`src/rtl/xtile_row_streamer_if.sv`:
```
`default_nettype none
// ============================================================================
// xtile_row_streamer_if : command, X SRAM read port and row-stream bundle.
// k_stride exists only when XSTREAM_STRIDE_EN is defined.  Revision: 1.0
// ============================================================================
interface xtile_row_streamer_if #(
  parameter int N      = 8,
  parameter int KMAX   = 1024,
  parameter int DATA_W = 32,
  parameter int K_W    = $clog2(KMAX),
  parameter int N_W    = $clog2(N)
);
  logic                start;
  logic [K_W-1:0]      k_base;
  logic [K_W:0]        k_count;
`ifdef XSTREAM_STRIDE_EN
  logic [K_W-1:0]      k_stride;
`endif
  logic                busy;
  logic                done;
  logic                rd_en;
  logic [K_W-1:0]      rd_k;
  logic [N_W-1:0]      rd_n;
  logic                rd_valid;
  logic [DATA_W-1:0]   rd_data;
  logic                row_valid;
  logic                row_ready;
  logic [K_W-1:0]      row_k;
  logic [N*DATA_W-1:0] row_data;
  logic                row_last;

  modport master (
    input  start, k_base, k_count,
`ifdef XSTREAM_STRIDE_EN
    input  k_stride,
`endif
    output busy, done, rd_en, rd_k, rd_n,
    input  rd_valid, rd_data,
    output row_valid, row_k, row_data, row_last,
    input  row_ready
  );

  modport slave (
    output start, k_base, k_count,
`ifdef XSTREAM_STRIDE_EN
    output k_stride,
`endif
    input  busy, done, rd_en, rd_k, rd_n,
    output rd_valid, rd_data,
    input  row_valid, row_k, row_data, row_last,
    output row_ready
  );
endinterface
`default_nettype wire

```
`src/rtl/xtile_row_streamer.sv`:
```
`default_nettype none
// ============================================================================
// xtile_row_streamer : streams k_count X rows from SRAM through two ping-pong
// row buffers. Optional macro XSTREAM_STRIDE_EN adds k_stride. Revision: 1.0
// ============================================================================
module xtile_row_streamer #(
  parameter int N      = 8,
  parameter int KMAX   = 1024,
  parameter int DATA_W = 32,
  parameter int RD_LAT = 1,
  parameter int K_W    = $clog2(KMAX),
  parameter int N_W    = $clog2(N)
) (
  input wire logic clk,
  input wire logic rst_n,
  xtile_row_streamer_if.master bus
);
  typedef enum logic [1:0] {S_IDLE = 2'd0, S_RUN = 2'd1, S_DONE = 2'd2} state_t;

  localparam logic [N_W-1:0] C_N_LAST = N_W'(N - 1);
  localparam logic [K_W:0]   C_KMAX   = (K_W+1)'(KMAX);

  if (N < 2 || RD_LAT < 1 || RD_LAT > 4) begin : g_param_check
    $error("xtile_row_streamer: unsupported N or RD_LAT");
  end

  state_t              r_state;
  logic                r_busy, r_done, r_rd_en;
  logic [K_W-1:0]      r_rd_k;
  logic [N_W-1:0]      r_rd_n;
  logic [K_W-1:0]      r_nxt_k;
  logic [N_W-1:0]      r_nxt_n;
  logic                r_nxt_sel;
  logic [K_W:0]        r_nxt_left;
  logic [1:0]          r_alloc, r_full, r_buf_last;
  logic [K_W-1:0]      r_buf_k [2];
  logic [N*DATA_W-1:0] r_buf_data [2];
  logic                r_wr_sel, r_rd_sel;
  logic [N_W-1:0]      r_ret_n;
`ifdef XSTREAM_STRIDE_EN
  logic [K_W-1:0]      r_stride;
`endif

  logic           w_hs, w_launch, w_issue, w_sel;
  logic [1:0]     w_free;
  logic [K_W-1:0] w_k, w_k_nxt, w_stride;
  logic [N_W-1:0] w_n;
  logic [K_W:0]   w_left, w_k_sum;

  assign w_hs     = r_full[r_rd_sel] & bus.row_ready;
  assign w_launch = (r_state == S_IDLE) & bus.start & (bus.k_count != '0);

  // Issue pointer seen by this edge: the fresh command on launch, else the stored one.
  always_comb begin
    w_k    = r_nxt_k;
    w_n    = r_nxt_n;
    w_sel  = r_nxt_sel;
    w_left = r_nxt_left;
`ifdef XSTREAM_STRIDE_EN
    w_stride = w_launch ? bus.k_stride : r_stride;
`else
    w_stride = K_W'(1);
`endif
    if (w_launch) begin
      w_k    = bus.k_base;
      w_n    = '0;
      w_sel  = 1'b0;
      w_left = bus.k_count;
    end
    w_free = ~r_alloc;
    if (w_hs) w_free[r_rd_sel] = 1'b1;
  end

  assign w_issue = (w_launch | (r_state == S_RUN)) & (w_left != '0) &
                   ((w_n != '0) | w_free[w_sel]);
  assign w_k_sum = {1'b0, w_k} + {1'b0, w_stride};
  assign w_k_nxt = (w_k_sum >= C_KMAX) ? K_W'(w_k_sum - C_KMAX) : w_k_sum[K_W-1:0];

  always_ff @(posedge clk or negedge rst_n) begin
    if (!rst_n) begin
      r_state    <= S_IDLE;
      r_busy     <= 1'b0;
      r_done     <= 1'b0;
      r_rd_en    <= 1'b0;
      r_rd_k     <= '0;
      r_rd_n     <= '0;
      r_nxt_k    <= '0;
      r_nxt_n    <= '0;
      r_nxt_sel  <= 1'b0;
      r_nxt_left <= '0;
      r_alloc    <= '0;
      r_full     <= '0;
      r_buf_last <= '0;
      r_buf_k[0] <= '0;
      r_buf_k[1] <= '0;
      r_wr_sel   <= 1'b0;
      r_rd_sel   <= 1'b0;
      r_ret_n    <= '0;
`ifdef XSTREAM_STRIDE_EN
      r_stride   <= '0;
`endif
    end else begin
      r_done <= 1'b0;
      case (r_state)
        S_IDLE: if (bus.start) begin
          if (bus.k_count != '0) begin
            r_state <= S_RUN;
            r_busy  <= 1'b1;
          end else begin
            r_state <= S_DONE;
            r_done  <= 1'b1;
          end
        end
        S_RUN: if (w_hs && r_buf_last[r_rd_sel]) begin
          r_state <= S_DONE;
          r_busy  <= 1'b0;
          r_done  <= 1'b1;
        end
        S_DONE:  r_state <= S_IDLE;
        default: r_state <= S_IDLE;
      endcase

      if (w_launch) begin
        r_wr_sel <= 1'b0;
        r_rd_sel <= 1'b0;
`ifdef XSTREAM_STRIDE_EN
        r_stride <= bus.k_stride;
`endif
      end

      // Returns always land in order, so wr_sel tracks issue order exactly.
      if (bus.rd_valid) begin
        if (r_ret_n == C_N_LAST) begin
          r_full[r_wr_sel] <= 1'b1;
          r_wr_sel         <= ~r_wr_sel;
          r_ret_n          <= '0;
        end else begin
          r_ret_n <= r_ret_n + N_W'(1);
        end
      end

      if (w_hs) begin
        r_full[r_rd_sel]  <= 1'b0;
        r_alloc[r_rd_sel] <= 1'b0;
        r_rd_sel          <= ~r_rd_sel;
      end

      // Allocation follows the handshake clear so a just-freed buffer can be reused.
      r_rd_en <= w_issue;
      if (w_issue) begin
        r_rd_k <= w_k;
        r_rd_n <= w_n;
        if (w_n == '0) begin
          r_alloc[w_sel]    <= 1'b1;
          r_buf_k[w_sel]    <= w_k;
          r_buf_last[w_sel] <= (w_left == (K_W+1)'(1));
        end
        if (w_n == C_N_LAST) begin
          r_nxt_n    <= '0;
          r_nxt_k    <= w_k_nxt;
          r_nxt_sel  <= ~w_sel;
          r_nxt_left <= w_left - (K_W+1)'(1);
        end else begin
          r_nxt_n    <= w_n + N_W'(1);
          r_nxt_k    <= w_k;
          r_nxt_sel  <= w_sel;
          r_nxt_left <= w_left;
        end
      end
    end
  end

  always_ff @(posedge clk) begin
    if (bus.rd_valid) r_buf_data[r_wr_sel][int'(r_ret_n)*DATA_W +: DATA_W] <= bus.rd_data;
  end

  assign bus.busy      = r_busy;
  assign bus.done      = r_done;
  assign bus.rd_en     = r_rd_en;
  assign bus.rd_k      = r_rd_k;
  assign bus.rd_n      = r_rd_n;
  assign bus.row_valid = r_full[r_rd_sel];
  assign bus.row_k     = r_full[r_rd_sel] ? r_buf_k[r_rd_sel] : '0;
  assign bus.row_last  = r_full[r_rd_sel] & r_buf_last[r_rd_sel];
  assign bus.row_data  = r_full[r_rd_sel] ? r_buf_data[r_rd_sel] : '0;
endmodule
`default_nettype wire

```
`src/flat_wrapper.sv`:
```
// flat-port wrapper written by rule: the top's interface ports become plain ports
module xtile_row_streamer_flat 
#(
  parameter int N      = 8,
  parameter int KMAX   = 1024,
  parameter int DATA_W = 32,
  parameter int RD_LAT = 1,
  parameter int K_W    = $clog2(KMAX),
  parameter int N_W    = $clog2(N)
)
  (clk, rst_n, bus_start, bus_k_base, bus_k_count, bus_busy, bus_done, bus_rd_en, bus_rd_k, bus_rd_n, bus_rd_valid, bus_rd_data, bus_row_valid, bus_row_k, bus_row_data, bus_row_last, bus_row_ready);
  xtile_row_streamer_if #(.N(N), .KMAX(KMAX), .DATA_W(DATA_W), .K_W(K_W), .N_W(N_W)) bus_i ();
  input wire logic clk;
  input wire logic rst_n;
  input wire logic [$bits(bus_i.start)-1:0] bus_start;
  input wire logic [$bits(bus_i.k_base)-1:0] bus_k_base;
  input wire logic [$bits(bus_i.k_count)-1:0] bus_k_count;
  output wire logic [$bits(bus_i.busy)-1:0] bus_busy;
  output wire logic [$bits(bus_i.done)-1:0] bus_done;
  output wire logic [$bits(bus_i.rd_en)-1:0] bus_rd_en;
  output wire logic [$bits(bus_i.rd_k)-1:0] bus_rd_k;
  output wire logic [$bits(bus_i.rd_n)-1:0] bus_rd_n;
  input wire logic [$bits(bus_i.rd_valid)-1:0] bus_rd_valid;
  input wire logic [$bits(bus_i.rd_data)-1:0] bus_rd_data;
  output wire logic [$bits(bus_i.row_valid)-1:0] bus_row_valid;
  output wire logic [$bits(bus_i.row_k)-1:0] bus_row_k;
  output wire logic [$bits(bus_i.row_data)-1:0] bus_row_data;
  output wire logic [$bits(bus_i.row_last)-1:0] bus_row_last;
  input wire logic [$bits(bus_i.row_ready)-1:0] bus_row_ready;
  assign bus_i.start = bus_start;
  assign bus_i.k_base = bus_k_base;
  assign bus_i.k_count = bus_k_count;
  assign bus_busy = bus_i.busy;
  assign bus_done = bus_i.done;
  assign bus_rd_en = bus_i.rd_en;
  assign bus_rd_k = bus_i.rd_k;
  assign bus_rd_n = bus_i.rd_n;
  assign bus_i.rd_valid = bus_rd_valid;
  assign bus_i.rd_data = bus_rd_data;
  assign bus_row_valid = bus_i.row_valid;
  assign bus_row_k = bus_i.row_k;
  assign bus_row_data = bus_i.row_data;
  assign bus_row_last = bus_i.row_last;
  assign bus_i.row_ready = bus_row_ready;
  xtile_row_streamer #(.N(N), .KMAX(KMAX), .DATA_W(DATA_W), .RD_LAT(RD_LAT), .K_W(K_W), .N_W(N_W)) u_core (.clk(clk), .rst_n(rst_n), .bus(bus_i));
endmodule
```
`config.mk`:
```
export PLATFORM = sky130hd
export DESIGN_NAME = xtile_row_streamer_flat
export DESIGN_NICKNAME = d
export VERILOG_FILES = /design/src/rtl/xtile_row_streamer_if.sv /design/src/rtl/xtile_row_streamer.sv /design/src/flat_wrapper.sv
export SDC_FILE = /design/constraint.sdc
export NUM_CORES = 1
export LEC_CHECK = 0
export ABC_AREA = 0
export BUFFER_PORTS_ARGS = -buffer_cell sky130_fd_sc_hd__buf_4
export CAP_MARGIN = 5
export CORE_MARGIN = 1.5
export CORE_UTILIZATION = 30
export DETAILED_ROUTE_END_ITERATION = 6
export GPL_TIMING_DRIVEN = 0
export PLACE_DENSITY = 0.45
export REMOVE_ABC_BUFFERS = 1
export SLEW_MARGIN = 15
export SYNTH_ARGS = -nofsm -noshare
export SYNTH_HDL_FRONTEND = slang
export SYNTH_SLANG_ARGS = --single-unit
export TNS_END_PERCENT = 1
```
`constraint.sdc`:
```
create_clock -name clk -period 5.9 [get_ports clk]
set_input_delay 0.59 -clock clk [delete_from_list [all_inputs] [get_ports clk]]
set_output_delay 0.59 -clock clk [all_outputs]
set_load 0.03 [all_outputs]
```
==> flow_results.org <==
** Run status
- Status :: finished, final reports clean

** Pwr
- VDD sags by at most 322.1 uV.
- Total power draw :: about 17 mW
- For this design the ratio of total power to cell area is 536.6 nW/um^2.
- In this run the static leakage power is between 10 and 15 nW.

** STA
- Worst-case setup margin in the final layout :: 685.5 ps
- For the pin with the worst max-slew slack, the measured transition is 1151 ps.
- Final-layout worst hold slack :: 155.3 ps
- The clock arrives with around 19 ps of skew.
- Static timing analysis puts the maximum clock frequency at 191.8 MHz.
- Final worst path period share :: 0.8838
- Worst slew margin relative to its limit :: 0.2315
- Setup violations remaining at the end of the flow were counted as 0.
- Tmin final :: 5214 ps
- Number of max-slew violations in the final report :: 0
- Total negative slack for setup checks :: 0 ps
- The hold violation total from the final report came to 0.
- Setup repair after global routing missed its margin :: false

** Logic synthesis
- Largest cells by area after synthesis :: sky130_fd_sc_hd__edfxtp_1, sky130_fd_sc_hd__mux2i_1, sky130_fd_sc_hd__dfrtp_1
- Count of flip-flops with a built-in enable after synthesis :: about 510
- Fraction of registers with async set/reset :: 0.1263
- For this run, the leading register cell type out of synthesis is sky130_fd_sc_hd__edfxtp_1.
- After synthesis the netlist holds a flip-flop and latch count of 586.
- In this run the mean area of a mapped cell was 13.27 um^2.
- Top cell type's share of synthesized area :: 0.6128
- After synthesis, the netlist uses 64 different library cells.
- Yosys printed 0 warnings.
- Gate Count Post-Synth :: approximately 1900
- The share of the Yosys chip area taken by registers is 0.6866.
- Post-synthesis instance area :: 25090 um^2
- Summed over all instances, the cell type with the most area after synthesis is sky130_fd_sc_hd__edfxtp_1.

** Worst setup path
- For the worst setup path, the data arrival time is ~5700 ps.
- The worst setup path is launched from a flop.
- Critical-path maximum fanout :: 31
- Crit Path Category :: flop to flop
- Launch instance of the worst register-to-register path :: u_core.r_state[1]
- At the worst endpoint, the required time is 6370 ps.
- CP Launch Point :: u_core.r_state[1]
- Endpoint class of the critical path :: flop

** Routing
- In the routed layout, each cell is associated on average with a via count of 4.795.
- Residual DRC :: 0
- Final Routed Wirelength :: 75.89 mm
- Total via count in the routed design :: between 15000 and 20000
- Drt wl/cell :: between 20 and 25 um
- In this run, the number of DRC markers left after iteration 0 of detailed routing was around 880.
- DR pass1 iterations :: 5
- The count of nets left with antenna violations once routing finished came out at 0.

** Layout
- Ratio of cells with drive above 1 in the final layout :: 0.2481
- Most common library cell in the layout ignoring fill and taps :: sky130_fd_sc_hd__edfxtp_1
- The layout has 7845 filler cells.
- Layout overhead on the synthesized area :: 28.16%
- In the layout the commonest cells are sky130_fd_sc_hd__edfxtp_1, sky130_fd_sc_hd__nor2_1, sky130_fd_sc_hd__buf_4.
- In the final design database the tool counted 2339 nets.
- With fillers left out, the area of the finished cells amounts to 32150 um^2.

** CTS
- Hold repair after CTS inserted 0 buffers.
- The tree is rooted in a sky130_fd_sc_hd__clkbuf_16.
- The number of clock buffers added by TritonCTS is slightly below 70.
- Later-pin clock latency in the skew report :: ~600 ps
- Clock-pin slew was measured on the worst setup and hold paths at approximately 60 ps.
- TritonCTS built the clock tree.
- After clock tree synthesis, the setup repair step added 0 buffers.
- Clk buf depth :: 3
- Number of sinks on the clock net :: 586
- CTS built an H-tree with a depth of 3.
- The number of gates resized after CTS was 0.

** GRT
- Antenna violations before repair :: 6
- Maximum number of pins on one net before global-route repair :: 75
- For this run, the total global-route usage over all layers was measured as 0.1742.
- Summed over all layers, the global routing overflow is 0.
- Wire length of the first global-routing pass :: 109.7 mm
- The number of global-route vias before repair was 16500.

** Die
- Total I/O pin count :: 342
- From bottom edge to top edge, the die measures approximately 300 um.
- Die ar. :: 85370 um^2
- Starting density of the core :: 0.3046
- Die width :: between 200 and 300 um
- Site row count :: 105
- Core area :: 82370 um^2

** Place
- Final estimated routing congestion in global placement :: 0.7452
- OpenSTA, run right after detailed placement, puts the worst setup slack at 419.6 ps.
- Buffers added on ports :: 341
- The placed instances occupy a cell area of 30010 um^2.
- Post-detailed-placement half-perimeter wirelength :: about 54 mm

** Job
- Max-cap violations in this run came to 0.

** Worst hold path
- In this run the worst hold path is classified as primary input to asynchronous set/reset pin.
cells by family (layout without fill, tap and decap cells):
logic type | count (synthesis) | after routing | synth area share
fa+ha+maj | 8 | 8 | 0.003990
mux | 290 | 290 | 0.1169
xor+xnor | 4 | 4 | 0.001397
flops | 586 | 586 | 0.6866
compound gates | 133 | 133 | 0.03446
buf+inv | 131 | 567 | 0.02025
other cells | 0 | 2 | 0
simple gates | 738 | 738 | 0.1364
flip-flops by register name, summed over array words and instances, names as in the netlist:
signal             flops
u_core.r_nxt_n         3
u_core.bus.rd_en       1
u_core.r_ret_n         3
u_core.r_nxt_sel       1
u_core.r_nxt_k        10
u_core.r_alloc         2
u_core.r_buf_last      2
u_core.bus.busy        1
u_core.bus.rd_k       10
u_core.r_nxt_left     11
u_core.r_wr_sel        1
u_core.r_buf_k        20
u_core.r_full          2
u_core.bus.done        1
u_core.r_buf_data    512
u_core.r_rd_sel        1
u_core.bus.rd_n        3
u_core.r_state         2
critical path: stages (launching register included):
cell and delay [ps]:
sky130_fd_sc_hd__dfrtp_1 390, sky130_fd_sc_hd__nor3b_2 860, sky130_fd_sc_hd__o31ai_4 310, sky130_fd_sc_hd__buf_8 250, sky130_fd_sc_hd__nand2_1 130, sky130_fd_sc_hd__ha_1 230, sky130_fd_sc_hd__and3b_1 220, sky130_fd_sc_hd__a31oi_1 100
sky130_fd_sc_hd__o21a_1 140, sky130_fd_sc_hd__o21ai_4 670, sky130_fd_sc_hd__inv_1 770, sky130_fd_sc_hd__nand3_2 590, sky130_fd_sc_hd__mux2_2 390
report_power, final:
| part | switching [mW] | total (mW) | internal [mW] |
|---|---|---|---|
| clock | 1.71 | 4.09 | 2.38 |
| sequential | 0.302 | 5.45 | 5.15 |
| combinational | 4.97 | 7.71 | 2.74 |
| total | 6.98 | 17.3 | 10.3 |
per-layer routing:
metal  wire length [um]  part of all wire  global-route usage  vias to the layer above
li1                   -                 -                   -                     7618
met1              32090              0.42              0.2191                     8210
met2              38110              0.50              0.2995                      367
met3               4013             0.053             0.03684                       94
met4               1640             0.022             0.05310                        6
met5                 41           0.00054                   0                        -
cell usage after synthesis (all sizes together), types with 2 or more instances:
master,count
o2111ai,6
clkbuf,94
nand2b,7
nand2,88
a31o,2
o22a,3
and3,53
xor2,2
mux2,11
or3,2
buf,22
a22oi,2
o22ai,5
o31ai,6
or4,4
o21ai,42
nand3,13
nor2,397
dfrtp,74
a31oi,11
a21oi,36
a22o,2
nand3b,4
nor3,16
ha,8
a21o,3
o211ai,3
o31a,2
nand4,6
inv,15
xnor2,2
nor4,6
mux2i,279
and2,136
o21a,2
edfxtp,512
final timing paths:
| kind | end | slack (ps) | cells after the start |
|---|---|---|---|
| worst min register to register | u_core.bus.rd_k[3] | 480 | 2 |
| worst max-delay path | u_core.r_buf_last[1] | 690 | 12 |
| min in group clk | u_core.r_full[1] | 250 | 2 |
| max in group asynchronous | u_core.r_rd_sel | 4950 | 1 |
| worst max register to register | u_core.r_buf_last[1] | 690 | 12 |
| worst min-delay path | u_core.r_nxt_k[5] | 160 | 1 |
final cells by class:
| cell class | count | area [um^2] | share of cell area |
|---|---|---|---|
| Sequential cell | 586 | 17230 | 0.5359 |
| Multi-Input combinational cell | 1173 | 7505 | 0.2334 |
| Timing Repair Buffer | 429 | 3884 | 0.1208 |
| Clock buffer | 82 | 1775 | 0.05522 |
| Tap cell | 1070 | 1339 | 0.04164 |
| Clock inverter | 41 | 357.8 | 0.01113 |
| Inverter | 15 | 56.30 | 0.001751 |
| Antenna cell | 2 | 5.005 | 0.0001557 |
per-stage QoR:
| step | utilization | std cells |
|---|---|---|
| global placement | 0.3464 | 3185 |
| floorplan | - | 1774 |
| global route | 0.3903 | 3396 |
| CTS | 0.3903 | 3396 |
| detailed placement | 0.3644 | 3273 |
| finish | 0.3903 | 3398 |
No activity file was read; power rests on OpenSTA's default activity.
